[config.mk]
export PLATFORM = sky130hd
export DESIGN_NAME = instr_fetch_decode
export DESIGN_NICKNAME = d
export VERILOG_FILES = /design/src/rtl/isa_pkg.sv /design/src/rtl/instr_fetch_decode_branch_unit.sv /design/src/rtl/instr_fetch_decode.sv
export SDC_FILE = /design/constraint.sdc
export NUM_CORES = 1
export LEC_CHECK = 0
export CAP_MARGIN = 20
export CORE_ASPECT_RATIO = 1.75
export CORE_MARGIN = 2
export CORE_UTILIZATION = 50
export DETAILED_ROUTE_END_ITERATION = 8
export PLACE_DENSITY = 0.95
export SLEW_MARGIN = 5
export SYNTH_ARGS = -nofsm -noshare
export SYNTH_HDL_FRONTEND = slang
export SYNTH_SLANG_ARGS = --single-unit
[constraint.sdc]
create_clock -name Clk -period 6.8 [get_ports Clk]
set_input_delay 2.04 -clock Clk [delete_from_list [all_inputs] [get_ports Clk]]
set_output_delay 2.04 -clock Clk [all_outputs]
set_load 0.005 [all_outputs]
[src/rtl/isa_pkg.sv]
// ----------------------------------------------------------------------------
// isa_pkg
// Shared definitions for the 20-bit ISA core front end.
//   - IW / PW / RW : instruction word, instruction pointer and register field
//                    widths.
//   - Field bit positions inside the instruction word.
//   - opcode_e     : opcode encodings of the defined instructions.
//   - state_e      : fetch/decode sequencer states.
//   - is_defined_op: tells defined opcodes apart from the undefined space.
// ----------------------------------------------------------------------------
package isa_pkg;

    localparam int IW   = 20;
    localparam int PW   = 9;
    localparam int RW   = 5;
    localparam int OFFW = 15;

    // Instruction word layout: opcode | rd | b_is_const | b_sel | ra.
    // Branches reuse the low 15 bits as a signed pc-relative offset.
    localparam int OP_MSB  = 19;
    localparam int OP_LSB  = 15;
    localparam int RD_MSB  = 14;
    localparam int RD_LSB  = 10;
    localparam int BC_BIT  = 9;
    localparam int BS_MSB  = 8;
    localparam int BS_LSB  = 5;
    localparam int RA_MSB  = 4;
    localparam int RA_LSB  = 0;
    localparam int OFF_MSB = 14;
    localparam int OFF_LSB = 0;

    typedef enum logic [4:0] {
        OP_ADD  = 5'b00000,
        OP_SUB  = 5'b00001,
        OP_XOR  = 5'b00010,
        OP_AND  = 5'b00011,
        OP_SLL  = 5'b00100,
        OP_SRL  = 5'b00101,
        OP_CMP  = 5'b00110,
        OP_BE   = 5'b00111,
        OP_BL   = 5'b01000,
        OP_BG   = 5'b01001,
        OP_BA   = 5'b01010,
        OP_MOV  = 5'b01011,
        OP_LD   = 5'b01100,
        OP_ST   = 5'b01101,
        OP_DONE = 5'b01110
    } opcode_e;

    typedef enum logic [1:0] {
        IDLE = 2'd0,
        RUN  = 2'd1,
        HALT = 2'd2
    } state_e;

    // Every opcode above DONE (01111 and the whole 1xxxx half) is undefined.
    function automatic logic is_defined_op(input logic [4:0] op);
        return (op <= OP_DONE);
    endfunction

endpackage

[src/rtl/instr_fetch_decode_branch_unit.sv]
// ----------------------------------------------------------------------------
// branch_unit
// Combinational branch resolution, kept separate so a future branch predictor
// can reuse it.
//   opcode   : opcode of the instruction in the decode stage
//   flag_eq  : compare result, equal
//   flag_lt  : compare result, less-than
//   flag_gt  : compare result, greater-than
//   pc       : address the decoded instruction was fetched from
//   offset   : signed 15-bit pc-relative branch offset
//   taken    : the opcode is a branch and its condition holds
//   target   : pc + sign-extended offset, wrapped to the pointer width
// ----------------------------------------------------------------------------
module branch_unit
    import isa_pkg::*;
(
    input  logic [4:0]      opcode,
    input  logic            flag_eq,
    input  logic            flag_lt,
    input  logic            flag_gt,
    input  logic [PW-1:0]   pc,
    input  logic [OFFW-1:0] offset,
    output logic            taken,
    output logic [PW-1:0]   target
);

    // Wide enough to hold either the pointer or the offset, so the add is
    // correct whichever of the two is wider; the result then wraps to PW bits.
    localparam int XW = (PW > OFFW) ? PW : OFFW;

    logic [XW-1:0] offset_ext;

    // Only the four branch opcodes can be taken; everything else falls through.
    always_comb begin
        taken = 1'b0;
        case (opcode)
            OP_BE:   taken = flag_eq;
            OP_BL:   taken = flag_lt;
            OP_BG:   taken = flag_gt;
            OP_BA:   taken = 1'b1;
            default: taken = 1'b0;
        endcase
    end

    assign offset_ext = XW'($signed(offset));
    assign target     = PW'(XW'(pc) + offset_ext);

endmodule

[src/rtl/instr_fetch_decode.sv]
// ----------------------------------------------------------------------------
// instr_fetch_decode
// Front end of the 20-bit ISA core: a two-stage fetch (F) / decode (D)
// pipeline with branch resolution and a start/halt sequencer.
//   Clk, Reset     : core clock, synchronous active-high reset
//   Start          : one-cycle pulse, (re)start execution at start_addr
//   start_addr     : program entry point
//   iptr           : address to the combinational instruction LUT
//   inst           : instruction word returned by the LUT this cycle
//   flag_eq/lt/gt  : registered compare flags from the execute stage
//   dec_valid      : decoded fields must be executed this cycle
//   opcode, rd, b_is_const, b_sel, ra : raw fields of the decoded word
//   wr_en, mem_rd, mem_wr, flag_wr    : execute-stage control strobes
//   Ack            : program halted (level)
//   illegal        : undefined opcode trapped (only with the trap build)
// Build option: define ILLEGAL_OP_TRAP_EN to halt on undefined opcodes and
// expose the illegal output; otherwise undefined opcodes execute as NOPs.
// ----------------------------------------------------------------------------
module instr_fetch_decode
    import isa_pkg::*;
(
    input  logic          Clk,
    input  logic          Reset,
    input  logic          Start,
    input  logic [PW-1:0] start_addr,
    output logic [PW-1:0] iptr,
    input  logic [IW-1:0] inst,
    input  logic          flag_eq,
    input  logic          flag_lt,
    input  logic          flag_gt,
    output logic          dec_valid,
    output logic [4:0]    opcode,
    output logic [RW-1:0] rd,
    output logic          b_is_const,
    output logic [3:0]    b_sel,
    output logic [RW-1:0] ra,
    output logic          wr_en,
    output logic          mem_rd,
    output logic          mem_wr,
    output logic          flag_wr,
`ifdef ILLEGAL_OP_TRAP_EN
    output logic          illegal,
`endif
    output logic          Ack
);

    state_e        state;
    state_e        state_next;

    logic [PW-1:0] pc;
    logic          d_valid;
    logic [IW-1:0] d_inst;
    logic [PW-1:0] d_pc;

    logic [4:0]    d_op;
    logic          run_valid;
    logic          is_done;
    logic          trap_hit;
    logic          halt_req;
    logic          bu_taken;
    logic [PW-1:0] bu_target;
    logic          br_taken;

    assign d_op      = d_inst[OP_MSB:OP_LSB];
    assign run_valid = d_valid & (state == RUN);
    assign is_done   = (d_op == OP_DONE);

`ifdef ILLEGAL_OP_TRAP_EN
    logic illegal_q;

    assign trap_hit = run_valid & ~is_defined_op(d_op);

    // Sticky trap indication; only a restart or reset clears it, and a
    // restart in the same cycle as the trap wins.
    always_ff @(posedge Clk) begin
        if (Reset) begin
            illegal_q <= 1'b0;
        end else if (Start) begin
            illegal_q <= 1'b0;
        end else if (trap_hit) begin
            illegal_q <= 1'b1;
        end
    end

    assign illegal = illegal_q;
`else
    assign trap_hit = 1'b0;
`endif

    assign halt_req = run_valid & (is_done | trap_hit);

    branch_unit u_branch_unit (
        .opcode  (d_op),
        .flag_eq (flag_eq),
        .flag_lt (flag_lt),
        .flag_gt (flag_gt),
        .pc      (d_pc),
        .offset  (d_inst[OFF_MSB:OFF_LSB]),
        .taken   (bu_taken),
        .target  (bu_target)
    );

    assign br_taken = dec_valid & bu_taken;

    // Sequencer state register.
    always_ff @(posedge Clk) begin
        if (Reset) begin
            state <= IDLE;
        end else begin
            state <= state_next;
        end
    end

    // Start always leads to RUN, even when already running (restart);
    // a done or trapped opcode in decode parks the sequencer in HALT.
    always_comb begin
        state_next = state;
        case (state)
            IDLE:    if (Start) state_next = RUN;
            RUN:     if (!Start && halt_req) state_next = HALT;
            HALT:    if (Start) state_next = RUN;
            default: state_next = IDLE;
        endcase
    end

    // Sequencer outputs. The done word itself is never executed, and the
    // control strobes are gated so flushed or halted slots cannot write.
    always_comb begin
        iptr      = (state == IDLE) ? '0 : pc;
        Ack       = (state == HALT);
        dec_valid = run_valid & ~is_done & ~trap_hit;
        wr_en     = 1'b0;
        mem_rd    = 1'b0;
        mem_wr    = 1'b0;
        flag_wr   = 1'b0;
        if (dec_valid) begin
            case (d_op)
                OP_ADD, OP_SUB, OP_XOR, OP_AND,
                OP_SLL, OP_SRL, OP_MOV: wr_en = 1'b1;
                OP_LD: begin
                    wr_en  = 1'b1;
                    mem_rd = 1'b1;
                end
                OP_ST:   mem_wr  = 1'b1;
                OP_CMP:  flag_wr = 1'b1;
                default: ;
            endcase
        end
    end

    // Fetch pointer and decode register. Priority inside RUN is restart,
    // then halt (pc frozen), then taken branch (which drops the word fetched
    // alongside it, one bubble), then the normal sequential fetch.
    always_ff @(posedge Clk) begin
        if (Reset) begin
            pc      <= '0;
            d_valid <= 1'b0;
            d_inst  <= '0;
            d_pc    <= '0;
        end else begin
            case (state)
                IDLE, HALT: begin
                    if (Start) begin
                        pc      <= start_addr;
                        d_valid <= 1'b0;
                    end
                end
                RUN: begin
                    if (Start) begin
                        pc      <= start_addr;
                        d_valid <= 1'b0;
                    end else if (halt_req) begin
                        d_valid <= 1'b0;
                    end else if (br_taken) begin
                        pc      <= bu_target;
                        d_valid <= 1'b0;
                    end else begin
                        d_inst  <= inst;
                        d_pc    <= pc;
                        d_valid <= 1'b1;
                        pc      <= pc + 1'b1;
                    end
                end
                default: ;
            endcase
        end
    end

    assign opcode     = d_op;
    assign rd         = d_inst[RD_MSB:RD_LSB];
    assign b_is_const = d_inst[BC_BIT];
    assign b_sel      = d_inst[BS_MSB:BS_LSB];
    assign ra         = d_inst[RA_MSB:RA_LSB];

endmodule

==> impl_metrics.yaml <==
floorplanning:
  dieWidth_um: 55.8
  io_pins: 70
  initial_core_util: 0.512
  die_area_um2: 5280
  fp.dieH_um: 94.7
  rows: 33
  core-area_um2: 4580
sta:
  setup_viol: 0
  hold_viol_final: 0
  worst_pin_slew_ns: 1.01
  fin_crit_sh: 0.657
  drv_slew: 0
  period_minus_slack_ns: 4.47
  rsz0062_at_grt: "no"
  clock_skew_ns: 0.00949
  relSlewSlack: 0.324
  fmax_ghz: 0.224
  fin_tns_setup_ns: 0
final_layout:
  area_delta_synth_final_pct: 33.9
  nFillCells: 376
  final_cell_area_um2: 3150
  diodes: 0
  nNetsFinal: 408
  drive_above_1_share: 0.0549
  final_cells: 416
  fin_util: 0.686
  final-seq-area_um2: 821
  multi_input_area_um2: 1430
clock_network:
  hold_buffers: 0
  numCtsBuffers: 5
  post_cts_buffers: 0
  ctsResizeCount: 0
  clk_pin_slew_worst_paths_ns: 0.08
  h-tree-depth: 2
  cts.sinks: 41
  cts_tree: "yes"
  insertion_delay_ns: 0.31
  cts_root_buf: "clkbuf_8"
  cts_buffer_depth: 2
placement:
  portBuffers: 69
  dp.cells: 407
  place_congestion: 0.904
  post-dp-hpwl_um: 4680
  place_area_um2: 3030
synthesis:
  synth_top_area_cell: "dfxtp_1"
  synth.avg_cell_area_um2: 7.88
  yosysMostFrequentCell: "nand2_1"
  syn-num-nets: 343
  yosysWarnings: 0
  synthTopCellsByCount: "nand2_1 (72), dfxtp_1 (41), a21oi_1 (39), nor2_1 (19), nor2b_1 (11)"
  async_flop_share: 0
  synthesis.area_um2: 2350
  synth_edf_count: 0
  ys.flop_type: "dfxtp_1"
  synth_top_area_frac: 0.349
  syn_inst: 298
  netlist-cell-type-count: 50
  synth-seq-area-share: 0.349
  ys_ff_latch: 41
  ys_top_cells_by_area: "dfxtp_1 (35%), nand2_1 (12%), a21oi_1 (8.3%)"
grt:
  grt_pass1_wl_um: 10800
  grt-ovfl-total: 0
  grt_pass1_vias: 2406
  grt_max_degree: 40
  antenna_found_initial: 0
  grt.total_usage: 0.258
power:
  swShare: 0.277
  internal-power_mw: 0.388
  netSwitchingPower_mw: 0.149
  p_leak_nw: 1.16
  power_density_nw_per_um2: 171
  p_seq_frac: 0.498
  ir_drop_uv: 173
  p_clk_frac: 0.322
  comb_power_share: 0.180
setup_path:
  required_ns: 6.99
  r2r_end: "pc[5]"
  slowest_stage: "nand2_1"
  crit_buf_inv: 1
  arrival_ns: 4.66
  r2r_start: "d_inst[19]"
  timing.critical_path.fanout_max: 30
  reg2reg_depth: 5
  crit_family: "simple AND/OR/NAND/NOR gates"
  path_cells: "clkdlybuf4s50_1 -> or3b_1 -> nor2_1 -> nand2_1 -> o221a_2"
  critPathMaxStageDelay_ns: 0.66
  timing_worst_setup_path_type: "in2reg"
  start_kind: "primary input"
  cp.depth: 5
  r2r_slack_ns: 3.98
  cp-end-kind: "register"
min_path:
  holdPathEnd: "d_inst[9]"
  min-delay-start: "d_inst[9]"
  whs_path_depth: 2
  worst_hold_path_type: "reg2reg"
routing:
  vias_per_cell: 5.94
  wl_um: 6600
  dr.pass1.iters: 4
  ant_nets: 0
  drt-initial-drc-count: 96
  route.detailed.drc: 0
  wl_per_cell_um: 15.9
  vias: 2471
run:
  drv_cap: 0
outcome:
  outcome: "finished, final reports clean"
## tightest hold or removal path, cell delays in order (launching register included)
cell     delay [ns]
dfxtp_1        0.32
nand2_1        0.05
a21oi_1        0.05
## layout make-up
class,count,area share
clock inverter,2,0.00438
multi-input combinational,238,0.454
timing repair buffer,71,0.227
sequential,41,0.261
tap,52,0.0207
inverter,6,0.00716
clock buffer,6,0.0263
## kinds of logic (layout without fill, tap and decap cells)
logic type      Yosys count  count (layout)  share of synthesized area
xor+xnor                 11              11                     0.0410
compound gates           73              73                      0.198
mux                       5               5                     0.0218
simple gates            139             139                      0.290
fa+ha+maj                10              10                     0.0565
buf+inv                  19              85                     0.0426
flops                    41              41                      0.349
## metrics by stage
step | setup slack (ns) | total power, mW | hold WS (ns)
after floorplan | 3.25 | 0.319 | 0.440
after CTS | 2.35 | 0.536 | 0.468
after global placement | 2.13 | 0.363 | 0.442
after detailed placement | 2.04 | 0.366 | 0.456
final | 2.33 | 0.537 | 0.462
after global routing | 2.09 | 0.559 | 0.488
## routing by layer
layer  global-route usage  up-vias  part of all wire
li1                     -     1173                 -
met5                    0        -                 0
met4                0.159        0             0.035
met2                0.465      111              0.54
met1                0.277     1162              0.37
met3               0.0452       25             0.056
## cell usage in the layout, fill, tap and decap left out, drive strengths merged, types with 3 or more instances in the layout
master,Yosys,final
nand2,72,72
clkdlybuf4s50,0,69
dfxtp,41,41
a21oi,39,39
nor2,19,19
nor3,12,12
nor2b,11,11
xnor2,10,10
ha,9,9
o21ai,7,7
inv,6,6
nand3,6,6
clkbuf,5,6
or3,4,4
and3,4,4
mux2i,4,4
o21a,4,4
a211oi,4,4
a31oi,3,3
## state kept, by name (all words and copies together) (netlist names)
register / cells
d_inst: 20
state: 2
pc: 9
d_pc: 9
d_valid: 1
## power groups by stage
| stage | combinational [mW] | clock (mW) | sequential (mW) |
|---|---|---|---|
| 2_1_floorplan | 0.0507 | 0 | 0.268 |
| 4_1_cts | 0.0948 | 0.175 | 0.267 |
| 6_report | 0.0964 | 0.173 | 0.267 |
| 3_3_place_gp | 0.0909 | 0 | 0.272 |
| 5_1_grt | 0.105 | 0.185 | 0.269 |
| 3_5_place_dp | 0.0936 | 0 | 0.272 |
## worst max path at each step
stage | start | endpoint
2_1_floorplan | Start | pc[5]
3_3_place_gp | Start | pc[5]
3_5_place_dp | Start | pc[5]
4_1_cts | Start | pc[5]
5_1_grt | flag_lt | pc[5]
6_report | Start | pc[5]
(Power assumes the default switching activity.)
==> RTL change 1: new RTL, same flow settings <==
Encoding of `state_e`: now one-hot (3 bits for 3 states).
--- a/src/rtl/isa_pkg.sv
+++ b/src/rtl/isa_pkg.sv
@@ -47,10 +47,10 @@
         OP_DONE = 5'b01110
     } opcode_e;
 
-    typedef enum logic [1:0] {
-        IDLE = 2'd0,
-        RUN  = 2'd1,
-        HALT = 2'd2
+    typedef enum logic [2:0] {
+        IDLE = 3'b001,
+        RUN  = 3'b010,
+        HALT = 3'b100
     } state_e;
 
     // Every opcode above DONE (01111 and the whole 1xxxx half) is undefined.
Check against the original RTL: no difference found for any inputs over 10 cycles, from zero or initial values and one cycle with Reset high; not proved beyond that.
==> RTL change 1 against the original RTL <==
Cell count fell by 5.0%. Power is 6.1% lower. Register-to-register slack gained 270 ps. Synthesized area is 5.3% higher. Combinational power shrank 26%. Sequential cell count increased by 1. Worst hold slack better by 9.8 ps. Critical path depth is 1 lower. Cell area is 2.4% higher. Routed wire length down 8.9%. Global-route usage shrank 2.9 points. Worst setup slack better by 350 ps. Die area is 5.0% higher.
==> RTL change 1: results (changes against the original RTL) <==
[run_status]
status=finished clean

[logic_synthesis]
synthCells=279  ; -6.4%
ys_types=53  ; +6.0%
synthTopCellsByCount=nor2_1, dfxtp_1, mux2i_1
ys_seq_area_share_pct=34.0  ; -0.96 points

[cells_and_area]
clkbuf_count=7  ; +1
postLayoutCellArea_mm2=0.00322  ; +2.4%
clock_cell_area_share_pct=2.83  ; -0.23 points
multi_input_area_share_pct=46.3  ; +0.91 points
final_cells=395  ; -5.0%
sh_seq_area_pct=26.1  ; about the same
fillers=380  ; +1.1%
inverters=8  ; +2

[global_routing]
use_met2_pct=40.4  ; -6.1 points
use_met1_pct=25.6  ; -2.0 points
grt_pass1_wl_um=10200  ; -5.2%
grtUsageMet3_pct=3.88  ; -0.64 points
grt_usage_pct=22.9  ; -2.9 points

[pwr]
p_leak_uw=0.00138  ; +19%
power.internal_uw=377  ; -2.8%

[cts]
cts.sinks=42  ; +2.4%

[hold_path]
worst_hold_startpoint=d_valid
holdPathEnd=d_valid

[timing]
finClkSkew_ps=8.35  ; -1.13 ps
slew_headroom_pct=45.1  ; +13 points

[setup_path]
r2r_slack_ps=4250  ; +270 ps
crit_path_max_fanout=7  ; -77%
worstSetupStartpoint=state[0]
worstReg2RegStart=state[1]

[detailed_routing]
routed_wl_um=6010  ; -8.9%

[RTL change 1: changes by cell type after synthesis, moves of 3 or more]
cell,change
or3_1,-4
nor2_1,+31
a21oi_1,-31
nand2_1,-54
nand2b_1,+3
nor3_1,-5
a311oi_1,+3
mux2i_1,+25
buf_4,+3
[RTL change 1: power groups by stage]
stage | logic (µW) | clock network [µW] | registers, µW
finish | 71.3 | 167 | 265
global route | 77.5 | 179 | 267
CTS | 71.4 | 171 | 265
detailed placement | 70.6 | 0 | 270
global placement | 68.3 | 0 | 270
floorplan | 37.8 | 0 | 266
[RTL change 1: metrics by stage]
step	hold slack [ps]	utilization [%]	worst slack, ps
floorplan	436	-	3480
global placement	455	66.4	2570
detailed placement	458	66.5	2410
CTS	479	68.4	2690
global route	489	68.4	2550
finish	471	68.4	2680
[RTL change 1: per-layer routing]
metal,up-vias,wire (µm),part of all wire (%)
met3,14,280,4.7
met4,0,153,2.5
li1,1105,-,-
met2,66,3130,52
met5,-,0,0
met1,1055,2450,41
[RTL change 1: kinds of logic (layout without fill, tap and decap cells)]
kind of cell | Yosys count | count (layout) | share of synthesized area, %
multiplexers | 29 | 29 | 11.7
AO/OA/AOI/OAI | 51 | 51 | 16.1
buffers and inverters | 23 | 87 | 5.72
adder cells (fa/ha/maj) | 10 | 10 | 5.36
AND/OR/NAND/NOR | 113 | 113 | 23.2
flip-flops | 42 | 42 | 34.0
XOR/XNOR | 11 | 11 | 3.90
[RTL change 1: worst min-delay path: cells and delay by family, from the launching register on]
family           cells  cell delay [ps]
AO/OA/AOI/OAI        1               50
flip-flops           1              320
AND/OR/NAND/NOR      1               60
==> RTL change 2: new RTL, same flow settings <==
Without the edit above. Add a define of `ILLEGAL_OP_TRAP_EN`.
--- a/src/rtl/instr_fetch_decode.sv
+++ b/src/rtl/instr_fetch_decode.sv
@@ -16,6 +16,8 @@
 // Build option: define ILLEGAL_OP_TRAP_EN to halt on undefined opcodes and
 // expose the illegal output; otherwise undefined opcodes execute as NOPs.
 // ----------------------------------------------------------------------------
+`define ILLEGAL_OP_TRAP_EN
+
 module instr_fetch_decode
     import isa_pkg::*;
 (
Check against the original RTL (old outputs only; new: illegal): not equivalent (Yosys sat finds a counterexample within 4 cycles, from zero or initial values and one cycle with Reset high).
==> RTL change 2 against the original RTL <==
Sequential power increased by 4%. Largest cell class unchanged. Routed wire length increased by 1.5%. Worst setup slack improved by 110 ps. Power increased by 1.3%. Synthesized area increased by 3.4%. Sequential cell count increased by 1. Cell area increased by 2.1%. Highest routed layer unchanged. Clock skew decreased by 4.7 ps.
==> RTL change 2: results (changes against the original RTL) <==
[pwr]
seq_cell_power_uw=277  ; +4%
p_switching_uw=159  ; +6.6%
p_leak_uw=0.00114  ; -1.6%
power_frac_seq_pct=51.0  ; +1.2 points
max-vdd-ir-drop_mv=0.178  ; +2.7%
comb-power_uw=101  ; +5%

[global_routing]
grt_max_degree=45  ; +13%
use_met2_pct=48.6  ; +2.1 points
grt_pass1_vias=2402  ; -0.17%
grt_pass1_wl_um=10800  ; about the same
grtUsageMet3_pct=3.90  ; -0.62 points
use_met1_pct=25.4  ; -2.2 points
grt_usage_pct=25.0  ; -0.88 points

[timing]
fin_crit_ps=4360  ; -113 ps
finClkSkew_ps=4.74  ; -4.74 ps
tightest_slew_ps=1020  ; +9.91 ps
hold_slack_ps=465  ; +3.56 ps

[cells_and_area]
multi_input_area_share_pct=45.5  ; +0.13 points
multi_input_gates=255  ; +7.1%
final_cells=437  ; +5.0%
num-nonclk-buffers=72  ; +1.4%
n_sequential_cell=42  ; +2.4%
fin_nets=429  ; +5.1%
bufAreaShareNonClock_pct=22.5  ; -0.15 points
drive_gt1_share_pct=5.45  ; -0.040 points
fillers=373  ; -0.80%
clock_cell_area_share_pct=2.81  ; -0.26 points
inverters=8  ; +2
sh_seq_area_pct=26.2  ; +0.095 points

[logic_synthesis]
ys_seq_area_share_pct=34.6  ; -0.31 points
syn_nets=369  ; +7.6%
syn_avg_cell_area_um2=7.49  ; -4.9%
synthTopCellsByCount=nand2_1, a21oi_1, dfxtp_1
synth_area_leaders=dfxtp_1, nand2_1, a21oi_1

[detailed_routing]
drt-met1-wl_um=2380  ; -3.4%
routed_wl_um=6690  ; +1.5%
wl_met3_um=320  ; -14%
first_pass_iters=5  ; +1
via_per_inst=5.84  ; -1.6%
met2_length_um=3780  ; +6.9%
first_iter_violations=115  ; +20%

[cts]
postCtsSetupRepairBufs=0  ; unchanged
clk_path_buf_depth=2  ; unchanged

[setup_path]
critPathSlowestCell=and3_1
crit_path_max_fanout=29  ; -3.3%
worstReg2RegStart=d_inst[16]
r2r_cells=6  ; +1
worstSetupStartpoint=flag_lt
cpPeakStageDelay_ps=940  ; +280 ps
cp.arrival_ps=4590  ; -70 ps
r2r_end=d_inst[4]
r2r_slack_ps=4010  ; +30 ps

[place]
hpwl_um=4920  ; +5.2%
pre_cts_ws_ps=1920  ; -123 ps
postPlaceCellArea_mm2=0.00311  ; +2.4%
gp_congestion=0.867  ; -4.1%
place.port_buffers=70  ; +1.4%

[hold_path]
holdPathEnd=d_pc[7]
worst_hold_startpoint=d_pc[7]

[run_status]
status=finished clean

==> RTL change 2: cell types whose count changed in the layout (fill, tap and decap cells not counted), sizes merged, moves of 4 or more <==
cell	change
xor2	+4
nor3	-5
nor2	+4
a21oi	+4
xnor2	-5
or3	-4
o21ai	+9
==> RTL change 2: kinds of logic (layout without fill, tap and decap cells) <==
| kind of cell | count (synthesis) | count (layout) | synth area share (%) |
|---|---|---|---|
| AND/OR/NAND/NOR | 142 | 142 | 27.4 |
| buffers and inverters | 27 | 88 | 5.16 |
| multiplexers | 3 | 3 | 1.34 |
| adder cells (fa/ha/maj) | 10 | 10 | 5.46 |
| flip-flops | 42 | 42 | 34.6 |
| XOR/XNOR | 10 | 10 | 3.61 |
| AO/OA/AOI/OAI | 90 | 90 | 22.4 |
==> RTL change 2: worst register-to-register path, cell delays in order (launching register included) <==
cell,delay (ps)
dfxtp_1,570
nand3b_1,190
a21oi_1,80
o21ai_1,610
and3_1,940
nand2_1,170
a21oi_1,160
